## src/rtl/alu_pipe.sv

```systemverilog
// Handshaked ALU: single-cycle ops return one edge after accept, MUL runs a W-step shift-add.
// state | meaning
// IDLE  | no result held, ready for a request
// BUSY  | iterative multiply in progress
// DONE  | result held on Out until consumed
module alu_pipe #(
    parameter int W      = 8,
    parameter bit MUL_EN = 1'b1
) (
    input  logic         Clk,
    input  logic         Reset_n,
    input  logic         InValid,
    output logic         InReady,
    input  logic [W-1:0] InputA,
    input  logic [W-1:0] InputB,
    input  logic [3:0]   OP,
    input  logic         SC_in,
    output logic         OutValid,
    input  logic         OutReady,
    output logic [W-1:0] Out,
    output logic         Zero,
    output logic         Parity,
    output logic         Odd,
    output logic         SC_out
);
    localparam int CW = $clog2(W + 1);

    typedef enum logic [1:0] {IDLE, BUSY, DONE} state_t;

    state_t           state_q, state_d;
    logic             rdy_q;
    logic             accept;
    logic [W-1:0]     res;
    logic             res_sc;
    logic             is_mul;
    logic [W:0]       ext;
    logic [2*W-1:0]   sh;
    logic [2*W-1:0]   acc_q, acc_d, acc_step;
    logic [2*W-1:0]   mcand_q, mcand_d;
    logic [W-1:0]     mplier_q, mplier_d;
    logic [CW-1:0]    cnt_q, cnt_d;
    logic             last_iter;
    logic             load_en;
    logic [W-1:0]     load_val;
    logic             load_sc;
    logic [W-1:0]     out_q;
    logic             zero_q, par_q, odd_q, sc_q;

    always_comb begin
        res    = '0;
        res_sc = 1'b0;
        is_mul = 1'b0;
        ext    = '0;
        sh     = '0;
        case (OP)
            4'd0: begin
                ext    = {1'b0, InputA} + {1'b0, InputB};
                res    = ext[W-1:0];
                res_sc = ext[W];
            end
            4'd1: begin
                ext    = {1'b0, InputA} - {1'b0, InputB};
                res    = ext[W-1:0];
                res_sc = ext[W];
            end
            4'd2: res = InputA & InputB;
            4'd3: res = ~(InputA | InputB);
            4'd4: res = InputA ^ InputB;
            4'd5: begin
                // The bit just below the result window is the last one shifted out.
                sh     = {InputA, {W{1'b0}}} >> InputB;
                res    = sh[2*W-1:W];
                res_sc = sh[W-1];
            end
            4'd6: begin
                sh     = {{W{1'b0}}, InputA} << InputB;
                res    = sh[W-1:0];
                res_sc = sh[W];
            end
            4'd7:  res = {{(W-1){1'b0}}, InputA == InputB};
            4'd8:  res = {{(W-1){1'b0}}, InputA != InputB};
            4'd9:  res = {{(W-1){1'b0}}, InputA > InputB};
            4'd10: res = {{(W-1){1'b0}}, InputA < InputB};
            4'd11: begin
                ext    = {1'b0, InputA} + {1'b0, InputB} + {{W{1'b0}}, SC_in};
                res    = ext[W-1:0];
                res_sc = ext[W];
            end
            4'd12: is_mul = MUL_EN;
            default: ;
        endcase
    end

    assign InReady   = rdy_q && ((state_q == IDLE) || ((state_q == DONE) && OutReady));
    assign accept    = InValid && InReady;
    assign last_iter = (state_q == BUSY) && (cnt_q == CW'(1));
    assign acc_step  = acc_q + (mplier_q[0] ? mcand_q : '0);

    always_ff @(posedge Clk or negedge Reset_n) begin
        if (!Reset_n) begin
            state_q <= IDLE;
            rdy_q   <= 1'b0;
        end else begin
            state_q <= state_d;
            rdy_q   <= 1'b1;
        end
    end

    always_comb begin
        state_d = state_q;
        case (state_q)
            IDLE: if (accept) state_d = is_mul ? BUSY : DONE;
            BUSY: if (last_iter) state_d = DONE;
            DONE: begin
                if (accept)        state_d = is_mul ? BUSY : DONE;
                else if (OutReady) state_d = IDLE;
            end
            default: state_d = IDLE;
        endcase
    end

    always_comb begin
        OutValid = (state_q == DONE);
        Out      = out_q;
        Zero     = zero_q;
        Parity   = par_q;
        Odd      = odd_q;
        SC_out   = sc_q;
    end

    always_comb begin
        acc_d    = acc_q;
        mcand_d  = mcand_q;
        mplier_d = mplier_q;
        cnt_d    = cnt_q;
        if (accept && is_mul) begin
            acc_d    = '0;
            mcand_d  = {{W{1'b0}}, InputA};
            mplier_d = InputB;
            cnt_d    = CW'(W);
        end else if (state_q == BUSY) begin
            acc_d    = acc_step;
            mcand_d  = mcand_q << 1;
            mplier_d = mplier_q >> 1;
            cnt_d    = cnt_q - CW'(1);
        end
    end

    always_comb begin
        load_en  = 1'b0;
        load_val = res;
        load_sc  = res_sc;
        if (accept && !is_mul) begin
            load_en = 1'b1;
        end else if (last_iter) begin
            load_en  = 1'b1;
            load_val = acc_step[W-1:0];
            load_sc  = |acc_step[2*W-1:W];
        end
    end

    always_ff @(posedge Clk or negedge Reset_n) begin
        if (!Reset_n) begin
            acc_q    <= '0;
            mcand_q  <= '0;
            mplier_q <= '0;
            cnt_q    <= '0;
            out_q    <= '0;
            zero_q   <= 1'b0;
            par_q    <= 1'b0;
            odd_q    <= 1'b0;
            sc_q     <= 1'b0;
        end else begin
            acc_q    <= acc_d;
            mcand_q  <= mcand_d;
            mplier_q <= mplier_d;
            cnt_q    <= cnt_d;
            if (load_en) begin
                out_q  <= load_val;
                zero_q <= (load_val == '0);
                par_q  <= ^load_val;
                odd_q  <= load_val[0];
                sc_q   <= load_sc;
            end
        end
    end

endmodule

```

## config.mk

```make
export PLATFORM = sky130hd
export DESIGN_NAME = alu_pipe
export DESIGN_NICKNAME = d
export VERILOG_FILES = /design/src/rtl/alu_pipe.sv
export SDC_FILE = /design/constraint.sdc
export NUM_CORES = 1
export LEC_CHECK = 0
export CORE_ASPECT_RATIO = 1.5
export CORE_MARGIN = 3
export CORE_UTILIZATION = 40
export CTS_CLUSTER_SIZE = 12
export DETAILED_ROUTE_END_ITERATION = 12
export HOLD_SLACK_MARGIN = 0.02
export PLACE_DENSITY = 0.58
export SYNTH_ARGS = -nofsm -noshare
export SYNTH_HDL_FRONTEND = slang
export SYNTH_SLANG_ARGS = --single-unit
```

## constraint.sdc

```tcl
create_clock -name Clk -period 4.2 [get_ports Clk]
set_input_delay 1.26 -clock Clk [delete_from_list [all_inputs] [get_ports Clk]]
set_output_delay 1.26 -clock Clk [all_outputs]
set_load 0.02 [all_outputs]
```

==> run_results.csv <==
group,metric,value,unit
cells_and_area,fillers,1285,
cts,worstSkewPairLatency,330,ps
cts,cts_tree,"yes",
setup_path,path_max_fanout,3,
setup_path,rrSetupSlack,800,ps
sta,slew_violations,0,
synthesis,synth.avg_cell_area,8.100,um^2
placement,place_inst,991,
synthesis,synthAdderAreaFrac,11.67,%
synthesis,syn_nets,775,
setup_path,arrival,4270,ps
synthesis,yosysSeqAreaShare,25.64,%
sta,period_needed,4066,ps
synthesis,synthSimpleGateAreaFrac,22.12,%
floorplan,die_height,151.7,um
placement,gp_congestion,0.9827,
synthesis,ys_seq_elements,58,
cells_and_area,antennaDiodeCount,0,
cts,h-tree-depth,3,
run_status,status,"finished clean",
cells_and_area,area_growth,36.46,%
setup_path,end_kind,"flip-flop",
cts,clkTransAtPathRegs,60,ps
sta,fmax,245.9,MHz
cells_and_area,nets,925,
synthesis,syn_inst,699,
worst_hold_path,min_from,"mplier_q[6]",
cells_and_area,drive_above_1_share,27.52,%
grt,grt_max_degree,47,
cts,clock-sinks,58,
detailed_routing,wirelength,21090,um
setup_path,reg2reg_depth,13,
cts,clockRootBuffer,"clkbuf_16",
synthesis,ys_types,74,
cts,clockBufferDepth,2,
grt,globalRouteOverflowTotal,0,
worst_hold_path,worstHoldPathType,"reg2reg",
floorplan,pin_count,39,
cts,cts-buffers-inserted,9,
setup_path,required,4400,ps
cells_and_area,fin_area,7726,um^2
grt,antenna_found_initial,0,
synthesis,synth_top_area_share,25.64,%
power,p_leak,3.560,nW
detailed_routing,firstDrtPassIters,5,
floorplan,core,13660,um^2
grt,grt_use_total,27.91,%
floorplan,dieArea,15650,um^2
setup_path,cp-endpoint,"Parity",
floorplan,initial_core_util,41.44,%
detailed_routing,drc,0,
synthesis,syn_area,5662,um^2
sta,relSlewSlack,53.48,%
cts,ctsHoldBuffers,0,
synthesis,async_flop_share,100.0,%
placement,port_buffers,38,
setup_path,r2r-start,"mplier_q[0]",
synthesis,synthXorXnorAreaFrac,5.923,%
detailed_routing,dr_total_vias,5964,
grt,grt_pass1_vias,6128,
detailed_routing,vias_per_cell,5.870,
detailed_routing,drtIter0Drc,388,
sta,period_share,96.81,%
synthesis,synth_top_family_by_area,"compound AO/OA/AOI/OAI gates",
setup_path,crit_type,"in2reg",
sta,hold_violations,0,
setup_path,start_kind,"input port",
setup_path,r2r_end,"Parity",
placement,placed_cell_area,7081,um^2
synthesis,synth_area_leader_cell,"dfrtp_1",
sta,tightest_slew,691.4,ps
synthesis,synth_edf_count,0,
sta,finalSetupViolCount,0,
synthesis,synth-compound-area-share,23.78,%
cells_and_area,fin_util,56.55,%
setup_path,startpoint,"InputA[5]",
synthesis,synth.top_cells.by_area,"dfrtp_1 (26%), ha_1 (11%), nand2_1 (5.9%)",
synthesis,yosysWarnings,0,
grt,grt_pass1_wl,32970,um
sta,fin_setup_tns,0,ps
synthesis,muxShareOfSynthArea,5.326,%
cells_and_area,final-instance-count-excl-fill,1016,
detailed_routing,ant_nets,0,
synthesis,synthFlopType,"dfrtp_1",
floorplan,row_count,52,
power,power.density,406.3,nW/um^2
floorplan,die_w,103.1,um
placement,hpwl,16510,um
sta,fin_skew,9.923,ps
job,maxCapViolations,0,
detailed_routing,wl_per_cell,20.75,um
power,totalPowerFinal,3.139,mW
power,peakVddDrop,0.2129,mV
[per-stage QoR]
stage / hold WS, ps / setup WS [ps]
floorplan: 445.8 / 29.98
global placement: 462.1 / -609.4
detailed placement: 468.8 / -633.0
CTS: 482.7 / 25.05
global route: 520.7 / -17.69
finish: 475.2 / 134.0
[cell families after synthesis]
logic type                 Yosys count
AOI/OAI and AO/OA                  198
xor gates and xnor gates            35
adders and majority gates           51
buffers and inverters               75
DFF                                 58
muxes                               22
other                                1
and+or+nand+nor                    259
[Yosys cell counts, types with 7 or more instances]
master     n
a211oi_1   7
a21o_1     8
a21oi_1   38
a22oi_1   18
a31oi_1    7
and2_1    20
buf_2      8
clkbuf_1  28
dfrtp_1   58
ha_1      48
inv_1     28
mux2i_1   11
nand2_1   89
nand2b_1  10
nand3_1   28
nand4_1    8
nor2_1    50
nor2b_1    7
nor3_1    16
o21ai_0   55
xnor2_1   24
xor2_1     8
[worst max-delay path: stages]
cell             delay [ps]
clkdlybuf4s50_1         530
inv_1                    90
ha_1                    350
o21a_1                  240
a221oi_2                320
buf_4                   160
buf_4                   110
xnor2_1                  60
nand2b_1                140
o211a_1                 150
o22a_1                  250
ha_4                    250
xnor2_2                 130
xnor2_1                 130
a21oi_1                  80
[how the worst min path moves through the flow]
| stage | end | slack, ps | depth (start not counted) |
|---|---|---|---|
| 3_5_place_dp | mplier_q[2] | 470 | 2 |
| 4_1_cts | mplier_q[6] | 480 | 2 |
| 5_1_grt | mplier_q[6] | 520 | 2 |
| 6_report | mplier_q[6] | 480 | 2 |
| 2_1_floorplan | mplier_q[4] | 450 | 2 |
| 3_3_place_gp | mplier_q[6] | 460 | 2 |
[placed cells by master (no fill, tap or decap), types with 4 or more instances in the layout]
| master | n |
|---|---|
| a21o_1 | 8 |
| xor2_1 | 8 |
| inv_2 | 8 |
| a21oi_1 | 33 |
| mux4_2 | 6 |
| a22o_1 | 5 |
| dfrtp_1 | 58 |
| nor2b_1 | 5 |
| buf_6 | 7 |
| a211o_1 | 4 |
| nor3_1 | 15 |
| and3_1 | 4 |
| nor2_1 | 49 |
| buf_4 | 139 |
| dlygate4sd2_1 | 5 |
| mux2i_1 | 11 |
| nand4_1 | 8 |
| ha_4 | 8 |
| clkdlybuf4s50_1 | 28 |
| inv_1 | 21 |
| a21oi_2 | 5 |
| xnor2_1 | 22 |
| nand2_1 | 89 |
| o21ai_0 | 51 |
| a211oi_1 | 6 |
| o211ai_1 | 6 |
| nor4_1 | 5 |
| nand2b_1 | 10 |
| a31oi_1 | 6 |
| and2_1 | 20 |
| a22oi_1 | 17 |
| o31ai_1 | 5 |
| ha_1 | 38 |
| mux2_2 | 5 |
| a221oi_2 | 5 |
| clkbuf_16 | 9 |
| nand3_1 | 28 |
[cell type report]
class | count | area, um^2 | area share [%]
multi-input cells | 566 | 4154 | 53.77
repair buffers | 184 | 1484 | 19.21
clock buffers | 11 | 242.7 | 3.142
well taps | 162 | 202.7 | 2.623
inverters | 30 | 113.9 | 1.474
clock inverters | 5 | 77.57 | 1.004
flip-flops and latches | 58 | 1451 | 18.79
[power breakdown]
| part | internal [mW] | switching (mW) |
|---|---|---|
| logic | 0.654 | 0.764 |
| registers | 0.770 | 0.162 |
| clock network | 0.533 | 0.257 |
[state kept, by name, summed over array words and instances (netlist names)]
signal,count
cnt_q,4
mplier_q,8
SC_out,1
Parity,1
mcand_q,16
Out,8
rdy_q,1
Zero,1
state_q,2
acc_q,16
[layer usage]
layer / track usage, % / vias to the layer above / wire length (um)
met1: 30.30 / 2885 / 7624
met5: 0 / - / 0
met2: 49.74 / 190 / 11080
met4: 18.79 / 0 / 1576
li1: - / 2824 / -
met3: 3.069 / 65 / 805
[what timing repair did]
| item | CTS | global route |
|---|---|---|
| endpoints found under the hold margin | 0 | 0 |
| setup buffers | 8 | 2 |
| setup endpoints to repair | 1 | 1 |
| resized for setup | 56 | 21 |
| pin swaps | 26 | 17 |
Note: power is estimated with default switching activity, not from simulation.
